File: config.mk
export PLATFORM = sky130hd
export DESIGN_NAME = cond_logic_flat
export DESIGN_NICKNAME = d
export VERILOG_FILES = /design/src/rtl/cond_logic_pkg.sv /design/src/rtl/cond_logic_if.sv /design/src/rtl/cond_logic_check.sv /design/src/rtl/cond_logic.sv /design/src/flat_wrapper.sv
export SDC_FILE = /design/constraint.sdc
export NUM_CORES = 1
export LEC_CHECK = 0
export ABC_AREA = 1
export CORE_AREA = 2 2 39 41
export DETAILED_ROUTE_END_ITERATION = 8
export DIE_AREA = 0 0 41 43
export GPL_TIMING_DRIVEN = 0
export PLACE_DENSITY_LB_ADDON = 0.25
export REMOVE_ABC_BUFFERS = 1
export SYNTH_ARGS = -nofsm -noshare
export SYNTH_HDL_FRONTEND = slang
export SYNTH_SLANG_ARGS = --single-unit
export TNS_END_PERCENT = 30
File: constraint.sdc
create_clock -name clk -period 2.89 [get_ports clk]
set_input_delay 0.867 -clock clk [delete_from_list [all_inputs] [get_ports clk]]
set_output_delay 0.867 -clock clk [all_outputs]
set_load 0.005 [all_outputs]
File: src/rtl/cond_logic_pkg.sv
// Shared types for the conditional-execution stage: condition codes,
// NZCV bit positions and the flag-register type.
package cond_pkg;

  typedef enum logic [3:0] {
    COND_EQ = 4'b0000,
    COND_NE = 4'b0001,
    COND_CS = 4'b0010,
    COND_CC = 4'b0011,
    COND_MI = 4'b0100,
    COND_PL = 4'b0101,
    COND_VS = 4'b0110,
    COND_VC = 4'b0111,
    COND_HI = 4'b1000,
    COND_LS = 4'b1001,
    COND_GE = 4'b1010,
    COND_LT = 4'b1011,
    COND_GT = 4'b1100,
    COND_LE = 4'b1101,
    COND_AL = 4'b1110,
    COND_NV = 4'b1111
  } cond_e;

  localparam int FLAG_N = 3;
  localparam int FLAG_Z = 2;
  localparam int FLAG_C = 1;
  localparam int FLAG_V = 0;

  typedef logic [3:0] flags_t;

endpackage

File: src/rtl/cond_logic_if.sv
// Decoder/ALU-facing signal group of the conditional-execution stage.
// master: the control unit side driving decode results; slave: cond_logic.
interface cond_logic_if;
  logic [3:0] Cond;
  logic [3:0] ALUFlags;
  logic [1:0] FlagW;
  logic       PCS;
  logic       RegW;
  logic       MemW;
  logic       PCSrc;
  logic       RegWrite;
  logic       MemWrite;
  logic       CondEx;
  logic [3:0] Flags;

  modport master (
    output Cond, ALUFlags, FlagW, PCS, RegW, MemW,
    input  PCSrc, RegWrite, MemWrite, CondEx, Flags
  );

  modport slave (
    input  Cond, ALUFlags, FlagW, PCS, RegW, MemW,
    output PCSrc, RegWrite, MemWrite, CondEx, Flags
  );
endinterface

File: src/rtl/cond_logic_check.sv
// Pure combinational condition evaluator (cond_e, flags_t) -> cond_ex.
// Kept standalone so a later pipelined hazard unit can reuse it.
module cond_check
  import cond_pkg::*;
(
  input  cond_e  cond,
  input  flags_t flags,
  output logic   cond_ex
);

  logic n, z, c, v;

  assign n = flags[FLAG_N];
  assign z = flags[FLAG_Z];
  assign c = flags[FLAG_C];
  assign v = flags[FLAG_V];

  // Condition table; NV (reserved) never passes.
  always_comb begin
    cond_ex = 1'b0;
    case (cond)
      COND_EQ: cond_ex = z;
      COND_NE: cond_ex = ~z;
      COND_CS: cond_ex = c;
      COND_CC: cond_ex = ~c;
      COND_MI: cond_ex = n;
      COND_PL: cond_ex = ~n;
      COND_VS: cond_ex = v;
      COND_VC: cond_ex = ~v;
      COND_HI: cond_ex = c & ~z;
      COND_LS: cond_ex = ~c | z;
      COND_GE: cond_ex = (n == v);
      COND_LT: cond_ex = (n != v);
      COND_GT: cond_ex = ~z & (n == v);
      COND_LE: cond_ex = z | (n != v);
      COND_AL: cond_ex = 1'b1;
      COND_NV: cond_ex = 1'b0;
      default: cond_ex = 1'b0;
    endcase
  end

endmodule

File: src/rtl/cond_logic.sv
// Conditional-execution stage: NZCV flag register plus condition gating of
// the PC-source, register-write and memory-write strobes.
// Optional macro COND_PERF_CNT_EN adds BranchCnt/SquashCnt counters.
module cond_logic
  import cond_pkg::*;
#(
  parameter int CNT_W = 16
) (
  input  logic             clk,
  input  logic             reset,
  cond_logic_if.slave      bus
`ifdef COND_PERF_CNT_EN
  ,
  output logic [CNT_W-1:0] BranchCnt,
  output logic [CNT_W-1:0] SquashCnt
`endif
);

  if (CNT_W < 1) begin : g_bad_cnt_w
    $error("cond_logic: CNT_W must be at least 1");
  end

  flags_t flags_q;
  logic   cond_ex;

  cond_check u_check (
    .cond    (cond_e'(bus.Cond)),
    .flags   (flags_q),
    .cond_ex (cond_ex)
  );

  assign bus.CondEx   = cond_ex;
  assign bus.PCSrc    = bus.PCS  & cond_ex;
  assign bus.RegWrite = bus.RegW & cond_ex;
  assign bus.MemWrite = bus.MemW & cond_ex;
  assign bus.Flags    = flags_q;

  // Flag register: NZ and CV fields load independently, only on a passing condition.
  always_ff @(posedge clk or negedge reset) begin
    if (!reset) begin
      flags_q <= '0;
    end else begin
      if (bus.FlagW[1] && cond_ex) flags_q[3:2] <= bus.ALUFlags[3:2];
      if (bus.FlagW[0] && cond_ex) flags_q[1:0] <= bus.ALUFlags[1:0];
    end
  end

`ifdef COND_PERF_CNT_EN
  logic squash;
  assign squash = ~cond_ex & (bus.PCS | bus.RegW | bus.MemW);

  // Free-running wrap-around counters of taken branches and squashed instructions.
  always_ff @(posedge clk or negedge reset) begin
    if (!reset) begin
      BranchCnt <= '0;
      SquashCnt <= '0;
    end else begin
      if (bus.PCSrc) BranchCnt <= BranchCnt + 1'b1;
      if (squash)    SquashCnt <= SquashCnt + 1'b1;
    end
  end
`endif

endmodule

File: src/flat_wrapper.sv
// flat-port wrapper written by rule: the top's interface ports become plain ports
module cond_logic_flat import cond_pkg::*;
#(
  parameter int CNT_W = 16
)
  (clk, reset, bus_Cond, bus_ALUFlags, bus_FlagW, bus_PCS, bus_RegW, bus_MemW, bus_PCSrc, bus_RegWrite, bus_MemWrite, bus_CondEx, bus_Flags);
  cond_logic_if bus_i ();
  input  logic clk;
  input  logic reset;
  input wire logic [$bits(bus_i.Cond)-1:0] bus_Cond;
  input wire logic [$bits(bus_i.ALUFlags)-1:0] bus_ALUFlags;
  input wire logic [$bits(bus_i.FlagW)-1:0] bus_FlagW;
  input wire logic [$bits(bus_i.PCS)-1:0] bus_PCS;
  input wire logic [$bits(bus_i.RegW)-1:0] bus_RegW;
  input wire logic [$bits(bus_i.MemW)-1:0] bus_MemW;
  output wire logic [$bits(bus_i.PCSrc)-1:0] bus_PCSrc;
  output wire logic [$bits(bus_i.RegWrite)-1:0] bus_RegWrite;
  output wire logic [$bits(bus_i.MemWrite)-1:0] bus_MemWrite;
  output wire logic [$bits(bus_i.CondEx)-1:0] bus_CondEx;
  output wire logic [$bits(bus_i.Flags)-1:0] bus_Flags;
  assign bus_i.Cond = bus_Cond;
  assign bus_i.ALUFlags = bus_ALUFlags;
  assign bus_i.FlagW = bus_FlagW;
  assign bus_i.PCS = bus_PCS;
  assign bus_i.RegW = bus_RegW;
  assign bus_i.MemW = bus_MemW;
  assign bus_PCSrc = bus_i.PCSrc;
  assign bus_RegWrite = bus_i.RegWrite;
  assign bus_MemWrite = bus_i.MemWrite;
  assign bus_CondEx = bus_i.CondEx;
  assign bus_Flags = bus_i.Flags;
  cond_logic #(.CNT_W(CNT_W)) u_core (.clk(clk), .reset(reset), .bus(bus_i));
endmodule
Yosys cells after proc, flatten, opt, wreduce, memory -nomap -nowiden
Cells that the tools add are included.
{"block": "word_totals", "ff_bits": 4, "input_bits": 15, "output_inout_bits": 8, "wordCells": 34}
{"block": "classes", "eq_ne": 17, "muxes": 1, "bitwise_logic": 11, "n_reduce_logical": 3}
{"op": "$eq 4x4->1 const B", "count": 8}
{"op": "$eq 4x3->1 const B", "count": 4}
{"op": "$pmux 1 s16", "count": 1}
{"op": "$eq 4x2->1 const B", "count": 2}
{"op": "$and 1x1->1", "count": 5}
{"op": "$eq 4x1->1 const B", "count": 1}
{"op": "$logic_not 4->1", "count": 1}
{"op": "$not 1->1", "count": 4}
{"op": "$logic_and 1x1->1", "count": 2}
{"op": "$or 1x1->1", "count": 2}
{"op": "$eq 1x1->1", "count": 1}
{"op": "$ne 1x1->1", "count": 1}

Logic depth before layout (Yosys ltp)
Gate-level depths: netlist of the first run.
{"block": "logic_depth", "word_depth": 4, "mapped_depth": 12, "mapped_depth_nobuf": 12}

Hierarchy
Synthesis of the first run repeated with hierarchy kept, for this count alone.
{"block": "unflattened", "cells_unflattened": 70, "hier_area_um2": 401.6}
{"mod": "cond_check", "instances": 1, "cells_each": 45, "area_each_um2": 205.2, "seq_area_each_um2": 0.0}
{"mod": "cond_logic", "instances": 1, "cells_each": 25, "area_each_um2": 196.4, "seq_area_each_um2": 100.1}

Least setup slack after synthesis of the first run
Ideal clock, no wire load.
{"block": "synth_path", "path_type": "in2out", "start": "input port bus_Cond[1]", "end": "output port bus_MemWrite", "arrival_time_ps": 1596, "required_ps": 2023, "setup_slack_ps": 427, "stages": 11, "path_buffers": 0, "cell_sequence": "nor2_1 -> nand2_1 -> inv_1 -> nand2_1 -> nand2_1 -> nand2_1 -> nand3_2 -> nand2_4 -> nand2_4 -> nand2_2 -> nor2_1"}
{"block": "synth_between", "elab_chain_len": 3, "elab_cells_between_ends": 18, "cone_classes": "eq/ne (15); mux (1); bitwise (1); reduce/logical (1)"}
{"item": "start, declared", "line_no": "flat_wrapper.sv:10", "rtl": "input wire logic [$bits(bus_i.Cond)-1:0] bus_Cond;"}
{"item": "$eq 4x4->1, or another cell as far along", "line_no": "cond_logic_check.sv:21", "rtl": "case (cond)"}
{"item": "$pmux 1 s16 (*)", "line_no": "cond_logic_check.sv:21"}
{"item": "$and 1x1->1 (*)", "line_no": "cond_logic.sv:35", "rtl": "assign bus.MemWrite = bus.MemW & cond_ex;"}
{"item": "end, declared", "line_no": "flat_wrapper.sv:18", "rtl": "output wire logic [$bits(bus_i.MemWrite)-1:0] bus_MemWrite;"}
Mark *: on every way between the ends. The rest lies on a longest branch, timed or not.

Worst setup path after layout of the first run
{"block": "layout_path", "start": "input port bus_Cond[0]", "end": "output port bus_CondEx"}
{"block": "layout_between", "elab_chain_len": 2, "elab_cells_between_ends": 17, "cone_classes": "eq/ne (15); mux (1); reduce/logical (1)"}
{"item": "$eq 4x4->1, or another cell as far along", "line_no": "cond_logic_check.sv:21"}
{"item": "$pmux 1 s16 (*)", "line_no": "cond_logic_check.sv:21"}
{"item": "end, declared", "line_no": "flat_wrapper.sv:19", "rtl": "output wire logic [$bits(bus_i.CondEx)-1:0] bus_CondEx;"}
Marked as above.

==> results.py, run 1 <==
metrics = {
    "setup_path": {
        "critPathBufInv": 4,
        "slowest_delay_ns": 0.25,
        "cp.required_ns": 2.02,
        "critical_path.max_fanout": 7,
        "worst-r2r-setup-slack_ns": 1.41,
        "r2r-start": "u_core.bus.Flags[3]",
        "setup.worst_path.class": "input port to output pin",
        "crit_top_cell": "nand2_1",
        "start_kind": "input port",
        "crit_cells": 13,
        "r2r_cells": 12,
        "worstSetupEndpointType": "output pin",
        "cpMaxStageDelayCell": "dlygate4sd2_1",
        "timing.rr.end": "u_core.bus.Flags[1]",
        "path_cells": "clkbuf_4 -> inv_2 -> nand2_1 -> nand3_1 -> nand2_1 -> nand2_1 -> nand2_1 -> nand3_2 -> nand2_4 -> nand2_4 -> nand2_2 -> inv_1 -> dlygate4sd2_1",
        "critPathTopFamily": "simple AND/OR/NAND/NOR gates",
        "crit_arrival_ns": 1.97,
    },
    "yosys": {
        "ys_ff_latch": 4,
        "ys_types": 13,
        "synth_top_area_cell": "nand2_1",
        "syn_inst": 77,
        "synthAdderAreaFrac_pct": 0,
        "synthTopCellsByCount": "nand2_1 (33), inv_1 (13), nor2_1 (8), dfrtp_1 (4), nand4_1 (4)",
        "synth_warnings": 0,
        "synth_xor_area_share_pct": 0,
        "avgSynthCellArea_sq_um": 5.67,
        "synthFlopType": "dfrtp_1",
        "synth.top_cell.area_share_pct": 28.4,
        "synth_top_family_by_area": "simple AND/OR/NAND/NOR gates",
        "post_synth_mux_area_share_pct": 0,
        "synthArstFlopShare_pct": 100,
        "ys_top_cells_by_area": "nand2_1 (28%), dfrtp_1 (23%), inv_1 (11%), nand3_2 (6.9%), nor2_1 (6.9%)",
        "synth.most_common_cell": "nand2_1",
        "synth-compound-area-share_pct": 7.45,
        "synth-edff-count": 0,
        "yosys.area_share.simple_pct": 56.7,
        "yosysSeqAreaShare_pct": 22.9,
        "mappedNetlistArea_sq_um": 437,
    },
    "detailed_routing": {
        "drt_first_iter_violations": 8,
        "ant_nets": 0,
        "post_drt_wl_per_cell_um": 8.45,
        "vias_per_cell": 4.57,
        "wirelength_um": 1010,
        "firstDrtPassIters": 4,
        "drcViolationCount": 0,
        "vias": 544,
    },
    "job": {
        "cap_violations": 0,
    },
    "worst_hold_path": {
        "min_to": "u_core.bus.Flags[2]",
        "hold_start": "u_core.bus.Flags[2]",
        "hold_path.class": "flip-flop to flip-flop",
        "hold_path_depth": 2,
    },
    "clock_tree": {
        "h-tree-depth": 1,
        "cts_buffers": 3,
        "cts_tree": "built",
        "clkLatencyLatePin_ns": 0.24,
        "cts-root-buf": "clkbuf_4",
        "clock_path_buffers": 2,
        "clk_pin_slew_ns": 0.04,
        "cts_num_sinks": 4,
        "hold_buffers": 0,
    },
    "timing": {
        "rsz0062_at_grt": "yes",
        "fin_setup_tns_ns": 0,
        "report.final.slew_viol_count": 0,
        "hold_ws_ns": 0.532,
        "fin_skew_ns": 0.000846,
        "final.min_clock_period_ns": 2.84,
        "max_freq_ghz": 0.353,
        "setup_violations": 0,
        "worst_slew_pin_slew_ns": 0.272,
        "finalCritPeriodShare_pct": 98.2,
        "hold_viol": 0,
        "slew_headroom_pct": 81.8,
    },
    "floorplan": {
        "die_area_sq_um": 1760,
        "core-area_sq_um": 1380,
        "die_w_um": 41,
        "io_pins": 23,
        "row_count": 14,
        "initial_core_util_pct": 31.6,
        "chipHeight_um": 43,
    },
    "placed_design": {
        "postPlaceCellArea_sq_um": 677,
        "portBuffers": 22,
        "gp_congestion": 0.633,
        "hpwl_um": 845,
    },
    "grt": {
        "grt_max_degree": 8,
        "grt_pass1_wl_um": 1680,
        "grt_antenna_before_repair": 0,
        "grt-ovfl-total": 0,
        "grt_pass1_vias": 470,
        "grt_use_total_pct": 13.9,
    },
    "final_layout": {
        "stdcell_area_sq_um": 687,
        "fillerInstances": 170,
        "nets": 120,
        "diodes": 0,
        "largest_reg_flops": 4,
        "final_layout_size_suffix_gt1_share_pct": 21.4,
        "syn_to_final_growth_pct": 57.3,
    },
    "status": {
        "status": "finished clean",
    },
    "pwr": {
        "power.density_nw_per_um2": 643,
        "ir_drop_v": 0.000378,
        "p_leak_nw": 0.393,
    },
}
==> through the flow <==
step | util (%) | setup WS (ns) | instances | power (mW)
3_3_place_gp | 48.9 | -0.752 | 115 | 0.376
4_1_cts | 50.1 | 0.0159 | 119 | 0.450
2_1_floorplan | - | 0.427 | 77 | 0.258
3_5_place_dp | 48.9 | -0.758 | 115 | 0.379
5_1_grt | 49.6 | -0.0324 | 119 | 0.493
6_report | 49.6 | 0.0534 | 119 | 0.442
==> worst max-delay path by stage <==
stage | startpoint | end
finish | bus_Cond[0] | bus_CondEx
global route | bus_Cond[0] | bus_CondEx
CTS | bus_Cond[1] | bus_RegWrite
detailed placement | bus_Cond[1] | bus_RegWrite
global placement | bus_Cond[1] | bus_RegWrite
floorplan | bus_Cond[1] | bus_MemWrite
==> layout make-up <==
class | instances | area, sq um | area share, %
multi-input cells | 58 | 285 | 41.5
flip-flops and latches | 4 | 100 | 14.6
clock buffers | 3 | 22.5 | 3.28
inverters | 15 | 56.3 | 8.20
well taps | 16 | 20.0 | 2.91
repair buffers | 23 | 203 | 29.5
==> power by group <==
part	total, mW	internal [mW]	switching (mW)	leakage (nW)
logic	0.260	0.130	0.130	0.330
clock network	0.0717	0.0466	0.0251	0.0138
registers	0.110	0.0800	0.0298	0.0495
total	0.442	0.257	0.185	0.393
==> routing by layer <==
layer / wire, um / global-route usage (%) / part of all wire [%]
met3: 95 / 4.19 / 9.4
met1: 441 / 17.5 / 44
met5: 0 / 0 / 0
met4: 25 / 8.00 / 2.5
met2: 444 / 20.0 / 44
==> cells in the final DEF (no fill, tap or decap) <==
master           Yosys  final
a21oi_1              2      2
buf_2                0      1
buf_4                0      1
clkbuf_2             0      3
clkbuf_4             0      4
clkdlybuf4s15_1      0      1
clkdlybuf4s50_1      0     14
dfrtp_1              4      4
dlygate4sd2_1        0      2
inv_1               13     12
inv_2                2      3
nand2_1             33     33
nand2_2              1      1
nand2_4              2      2
nand3_1              2      2
nand3_2              3      3
nand4_1              4      4
nor2_1               8      6
nor2_2               0      2
o21ai_1              1      1
o21ai_2              2      2
==> kinds of logic after synthesis <==
group                  count (synthesis)
AOI/OAI and AO/OA                      5
buffers and inverters                 15
DFF                                    4
and+or+nand+nor                       53
==> timing repair <==
action | CTS | global route
resized for setup | 16 | 9
pin swaps | 1 | 1
setup buffers | 1 | 0
endpoints found under the setup margin | 4 | 4
==> worst min-delay path: stages (launching register included) <==
cell and delay, ns:
dfrtp_1 0.38, nand2_1 0.07, nand2_1 0.05
(Power assumes the default switching activity.)
==> run 2: changes to the inputs <==
--- a/config.mk
+++ b/config.mk
@@ -6,9 +6,8 @@
 export NUM_CORES = 1
 export LEC_CHECK = 0
 export ABC_AREA = 1
-export CORE_AREA = 2 2 39 41
+export CORE_UTILIZATION = 33
 export DETAILED_ROUTE_END_ITERATION = 8
-export DIE_AREA = 0 0 41 43
 export GPL_TIMING_DRIVEN = 0
 export PLACE_DENSITY_LB_ADDON = 0.25
 export REMOVE_ABC_BUFFERS = 1
==> constraint.sdc (replaced) <==
create_clock -name clk -period 2.38 [get_ports clk]
set_input_delay 0.714 -clock clk [delete_from_list [all_inputs] [get_ports clk]]
set_output_delay 0.714 -clock clk [all_outputs]
set_load 0.005 [all_outputs]
==> run 2 against run 1 <==
Against the previous run: the flow now finishes with violations (negative setup slack); sequential power increased by 28%; die area decreased by 16%; setup slack got worse by 0.064 ns; routed wire length increased by 21%; total power increased by 33%; non-clock buffer count increased by 1; clock power increased by 22%; critical path depth unchanged; sequential share of layout area decreased by 1.0 points; via count increased by 8.8%; clock skew increased by 0.0023 ns.
==> results.py, run 2 (same netlist as run 1, synthesis figures left out) <==
metrics = {
    "status": {
        "status": "finished, violations left",
        "violations": "negative setup slack",
    },
    "floorplan": {
        "die_w_um": 38.4,
        "die_area_sq_um": 1470,
        "io_pins": 23,
        "row_count": 12,
        "initial_core_util_pct": 37.3,
        "core-area_sq_um": 1170,
        "chipHeight_um": 38.4,
    },
    "setup_path": {
        "cpMaxStageDelayCell": "buf_12",
        "worstSetupEndpointType": "output pin",
        "critPathTopFamily": "simple AND/OR/NAND/NOR gates",
        "worst-r2r-setup-slack_ns": 0.77,
        "critical_path.max_fanout": 7,
        "r2r-start": "u_core.bus.Flags[0]",
        "start_kind": "input port",
        "setup.worst_path.class": "input port to output pin",
        "path_cells": "buf_12 -> nor2_4 -> nand2_2 -> inv_2 -> nand2_2 -> nand2_2 -> nand2_1 -> nand3_2 -> nand2_4 -> nand2_4 -> nand2_4 -> nor2_1 -> buf_2",
        "timing.rr.end": "u_core.bus.Flags[0]",
        "slowest_delay_ns": 0.11,
        "r2r_cells": 12,
        "cp.required_ns": 1.67,
        "crit_arrival_ns": 1.68,
        "critPathBufInv": 3,
    },
    "clock_tree": {
        "clk_pin_slew_ns": 0.04,
        "cts_buffers": 3,
        "cts_tree": "built",
        "cts_num_sinks": 4,
        "hold_buffers": 0,
        "clock_path_buffers": 2,
        "cts-root-buf": "clkbuf_4",
        "clkLatencyLatePin_ns": 0.24,
        "h-tree-depth": 1,
    },
    "grt": {
        "grt-ovfl-total": 0,
        "grt_pass1_wl_um": 2040,
        "grt_antenna_before_repair": 0,
        "grt_pass1_vias": 528,
        "grt_use_total_pct": 20.0,
        "grt_max_degree": 8,
    },
    "timing": {
        "fin_skew_ns": 0.00318,
        "hold_viol": 0,
        "finalCritPeriodShare_pct": 100,
        "final.min_clock_period_ns": 2.39,
        "report.final.slew_viol_count": 0,
        "rsz0062_at_grt": "yes",
        "max_freq_ghz": 0.418,
        "hold_ws_ns": 0.554,
        "setup_ws_ns": -0.0108,
        "slew_headroom_pct": 87.1,
        "worst_slew_pin_slew_ns": 0.193,
        "setup_violations": 2,
    },
    "worst_hold_path": {
        "hold_start": "u_core.bus.Flags[3]",
        "hold_path_depth": 2,
        "min_to": "u_core.bus.Flags[3]",
        "hold_path.class": "flip-flop to flip-flop",
    },
    "detailed_routing": {
        "ant_nets": 0,
        "wirelength_um": 1220,
        "post_drt_wl_per_cell_um": 10.3,
        "firstDrtPassIters": 4,
        "vias_per_cell": 5.02,
        "drt_first_iter_violations": 16,
        "vias": 592,
        "drcViolationCount": 0,
    },
    "final_layout": {
        "syn_to_final_growth_pct": 71.3,
        "layoutNonFillerInstCount": 118,
        "final_common_cell": "nand2_1",
        "largest_reg_flops": 4,
        "multiInputGateArea_sq_um": 325,
        "nets": 121,
        "final_cell_mix": "nand2_1 (27), clkdlybuf4s50_1 (14), inv_1 (9), inv_2 (6), nand2_2 (6)",
        "regArea_sq_um": 101,
        "stdcell_area_sq_um": 748,
        "fillerInstances": 104,
        "final_layout_size_suffix_gt1_share_pct": 38.5,
        "diodes": 0,
    },
    "pwr": {
        "ir_drop_v": 0.000473,
        "power.density_nw_per_um2": 785,
        "p_leak_nw": 0.407,
    },
    "placed_design": {
        "postPlaceCellArea_sq_um": 674,
        "portBuffers": 22,
        "hpwl_um": 905,
        "dp_cells": 113,
        "gp_congestion": 0.712,
    },
    "job": {
        "cap_violations": 0,
    },
}
[run 2: through the flow]
step	power [mW]	util, %	setup TNS, ns	setup WS, ns
2_1_floorplan	0.313	-	0	0.223
3_5_place_dp	0.463	57.6	-3.82	-0.973
5_1_grt	0.641	63.9	-0.314	-0.0901
6_report	0.587	63.9	-0.0211	-0.0108
4_1_cts	0.569	61.2	-0.114	-0.0400
3_3_place_gp	0.454	57.6	-3.71	-0.948
[run 2: area by class of cell]
| class | count | area share (%) |
|---|---|---|
| tap | 14 | 2.34 |
| timing repair buffer | 24 | 30.1 |
| inverter | 15 | 7.53 |
| multi-input combinational | 58 | 43.5 |
| clock buffer | 3 | 3.01 |
| sequential | 4 | 13.5 |
[run 2: where the power goes]
part / internal, mW / leakage (nW) / switching (mW) / total, mW
combinational: 0.173 / 0.345 / 0.187 / 0.360
sequential: 0.0986 / 0.0483 / 0.0419 / 0.141
clock: 0.0566 / 0.0138 / 0.0306 / 0.0872
total: 0.328 / 0.407 / 0.259 / 0.587
[run 2: worst reg2reg max path: cells and delay by family, from the launching register on]
family / cells / cell delay [ns]
AOI/OAI and AO/OA: 1 / 0.17
buffers and inverters: 2 / 0.21
DFF: 1 / 0.41
and+or+nand+nor: 9 / 0.71
[run 2: metal layers]
layer / vias up / routed length [um] / track usage [%]
met4: 0 / 0 / 7.76
met1: 271 / 508 / 25.1
li1: 293 / - / -
met5: - / 0 / 0
met3: 0 / 83 / 4.07
met2: 28 / 624 / 33.1
[run 2: what timing repair did]
item,in CTS,in global routing
hold endpoints to repair,0,0
buffers inserted,2,0
gates cloned,0,0
pin swaps,9,12
resized for setup,41,16
setup endpoints to repair,4,4
[run 2: worst max-delay path by stage]
stage	from	to	slack, ns	depth (start not counted)
2_1_floorplan	bus_Cond[1]	bus_MemWrite	0.22	11
3_3_place_gp	bus_Cond[1]	bus_PCSrc	-0.95	10
3_5_place_dp	bus_Cond[0]	bus_PCSrc	-0.97	13
4_1_cts	bus_Cond[0]	bus_PCSrc	-0.04	13
5_1_grt	u_core.bus.Flags[0]	bus_PCSrc	-0.09	11
6_report	bus_Cond[1]	bus_PCSrc	-0.01	13
==> run 3: changes to the inputs <==
--- a/config.mk
+++ b/config.mk
@@ -6,11 +6,13 @@
 export NUM_CORES = 1
 export LEC_CHECK = 0
 export ABC_AREA = 1
+export CORE_MARGIN = 2
 export CORE_UTILIZATION = 33
 export DETAILED_ROUTE_END_ITERATION = 8
 export GPL_TIMING_DRIVEN = 0
 export PLACE_DENSITY_LB_ADDON = 0.25
 export REMOVE_ABC_BUFFERS = 1
+export SLEW_MARGIN = 10
 export SYNTH_ARGS = -nofsm -noshare
 export SYNTH_HDL_FRONTEND = slang
 export SYNTH_SLANG_ARGS = --single-unit
==> run 3 against run 2 <==
Against the previous run: the run now ends clean; routed wire length down 17%; register-to-register slack gained 0.06 ns; fmax is 0.52% higher; clock power decreased by 7.8%; cell count is 1.7% higher; count of clock-buffer cells in the layout did not move; die area is 11% higher; non-clock buffer count increased by 1; sequential power is 5% lower; total power is 6.4% lower; worst hold slack lost 0.019 ns; critical endpoint is now bus_MemWrite; largest power group unchanged.
==> results.py, run 3 (same netlist as run 1, synthesis figures left out) <==
metrics = {
    "worst_hold_path": {
        "hold_path.class": "flip-flop to flip-flop",
    },
    "detailed_routing": {
        "post_drt_wl_per_cell_um": 8.39,
        "vias_per_cell": 4.54,
        "drcViolationCount": 0,
        "wirelength_um": 1010,
        "drt_first_iter_violations": 11,
        "vias": 545,
        "ant_nets": 0,
        "firstDrtPassIters": 3,
    },
    "grt": {
        "grt_pass1_wl_um": 1620,
        "grt-ovfl-total": 0,
        "grt_pass1_vias": 427,
        "grt_antenna_before_repair": 0,
        "grt_max_degree": 8,
        "grt_use_total_pct": 14.9,
    },
    "clock_tree": {
        "cts_buffers": 3,
        "clkLatencyLatePin_ns": 0.23,
        "cts_tree": "built",
        "hold_buffers": 0,
        "clk_pin_slew_ns": 0.03,
        "cts_num_sinks": 4,
        "h-tree-depth": 1,
        "clock_path_buffers": 2,
        "cts-root-buf": "clkbuf_4",
    },
    "final_layout": {
        "nets": 122,
        "fin_util_pct": 57.2,
        "diodes": 0,
        "final_common_cell": "nand2_1",
        "final_layout_size_suffix_gt1_share_pct": 31.4,
        "final_cell_mix": "nand2_1 (31), clkdlybuf4s50_1 (14), inv_1 (11), nor2_2 (5)",
        "largest_reg_flops": 4,
        "fillerInstances": 132,
        "syn_to_final_growth_pct": 66.2,
    },
    "setup_path": {
        "critical_path.max_fanout": 7,
        "worstSetupEndpointType": "output pin",
        "setup.worst_path.class": "input port to output pin",
        "worst-r2r-setup-slack_ns": 0.83,
        "crit_arrival_ns": 1.66,
        "start_kind": "input port",
        "cp.required_ns": 1.67,
    },
    "floorplan": {
        "chipHeight_um": 40.4,
        "initial_core_util_pct": 34.4,
        "core-area_sq_um": 1270,
        "die_w_um": 40.4,
        "row_count": 13,
        "io_pins": 23,
        "die_area_sq_um": 1630,
    },
    "placed_design": {
        "portBuffers": 22,
        "gp_congestion": 0.655,
        "hpwl_um": 812,
    },
    "timing": {
        "rsz0062_at_grt": "yes",
        "fin_skew_ns": 0.00375,
        "report.final.slew_viol_count": 0,
        "final.min_clock_period_ns": 2.38,
        "hold_viol": 0,
        "hold_ws_ns": 0.535,
        "slew_headroom_pct": 87.3,
        "finalCritPeriodShare_pct": 99.9,
        "max_freq_ghz": 0.420,
        "worst_slew_pin_slew_ns": 0.190,
        "setup_violations": 0,
    },
    "job": {
        "cap_violations": 0,
    },
    "pwr": {
        "ir_drop_v": 0.000631,
        "p_leak_nw": 0.408,
        "power.density_nw_per_um2": 758,
    },
    "status": {
        "status": "finished clean",
    },
}
run 3: power by group:
group | switching [mW] | internal (mW)
sequential | 0.0368 | 0.0972
clock | 0.0243 | 0.0561
combinational | 0.165 | 0.171
run 3: critical path: stages:
cell and delay, ns:
buf_8 0.11, nor2_2 0.09, nand2_1 0.07, nand2_1 0.06, nand2_1 0.05, nand2_1 0.06
nand2_1 0.06, nand3_2 0.09, nand2_4 0.05, nand2_4 0.06, nand2_4 0.06, nor2_1 0.09
buf_2 0.12
run 3: stage by stage:
step	worst slack [ns]	TNS (ns)	power [mW]	area, sq um	std cells
after floorplan	0.223	0	0.313	437	77
after global placement	-0.952	-3.74	0.455	676	114
after detailed placement	-0.951	-3.73	0.459	676	114
after CTS	-0.0269	-0.0470	0.557	722	120
after global routing	-0.0631	-0.221	0.616	726	120
final	0.00163	0	0.550	726	120
run 3: layer usage:
layer  vias to the layer above  wire length, um  global-route usage, %
met5                         -                0                      0
met1                       232              453                   19.0
li1                        297                -                      -
met4                         0                0                   5.00
met3                         0               65                   5.00
met2                        16              488                   23.0
run 3: what timing repair did:
| action | CTS | global route |
|---|---|---|
| hold endpoints to repair | 0 | 0 |
| setup endpoints to repair | 4 | 4 |
| pin swaps | 6 | 6 |
| resized for setup | 39 | 6 |
| setup buffers | 3 | 0 |
| gates cloned | 0 | 0 |
run 3: worst paths after layout:
| check | endpoint | cells past startpoint | from |
|---|---|---|---|
| hold reg to reg | u_core.bus.Flags[2] | 2 | u_core.bus.Flags[2] |
| min in group asynchronous | u_core.bus.Flags[1] | 1 | reset |
| hold / removal | u_core.bus.Flags[2] | 2 | u_core.bus.Flags[2] |
| setup reg to reg | u_core.bus.Flags[3] | 13 | u_core.bus.Flags[3] |
| max in group asynchronous | u_core.bus.Flags[3] | 1 | reset |
| setup / recovery | bus_MemWrite | 13 | bus_Cond[0] |
run 3: layout make-up:
class	instances	area, sq um	share of cell area [%]
clock buffers	3	22.5	3.10
inverters	15	56.3	7.76
multi-input cells	58	303	41.7
flip-flops and latches	4	100	13.8
well taps	15	18.8	2.59
repair buffers	25	225	31.0
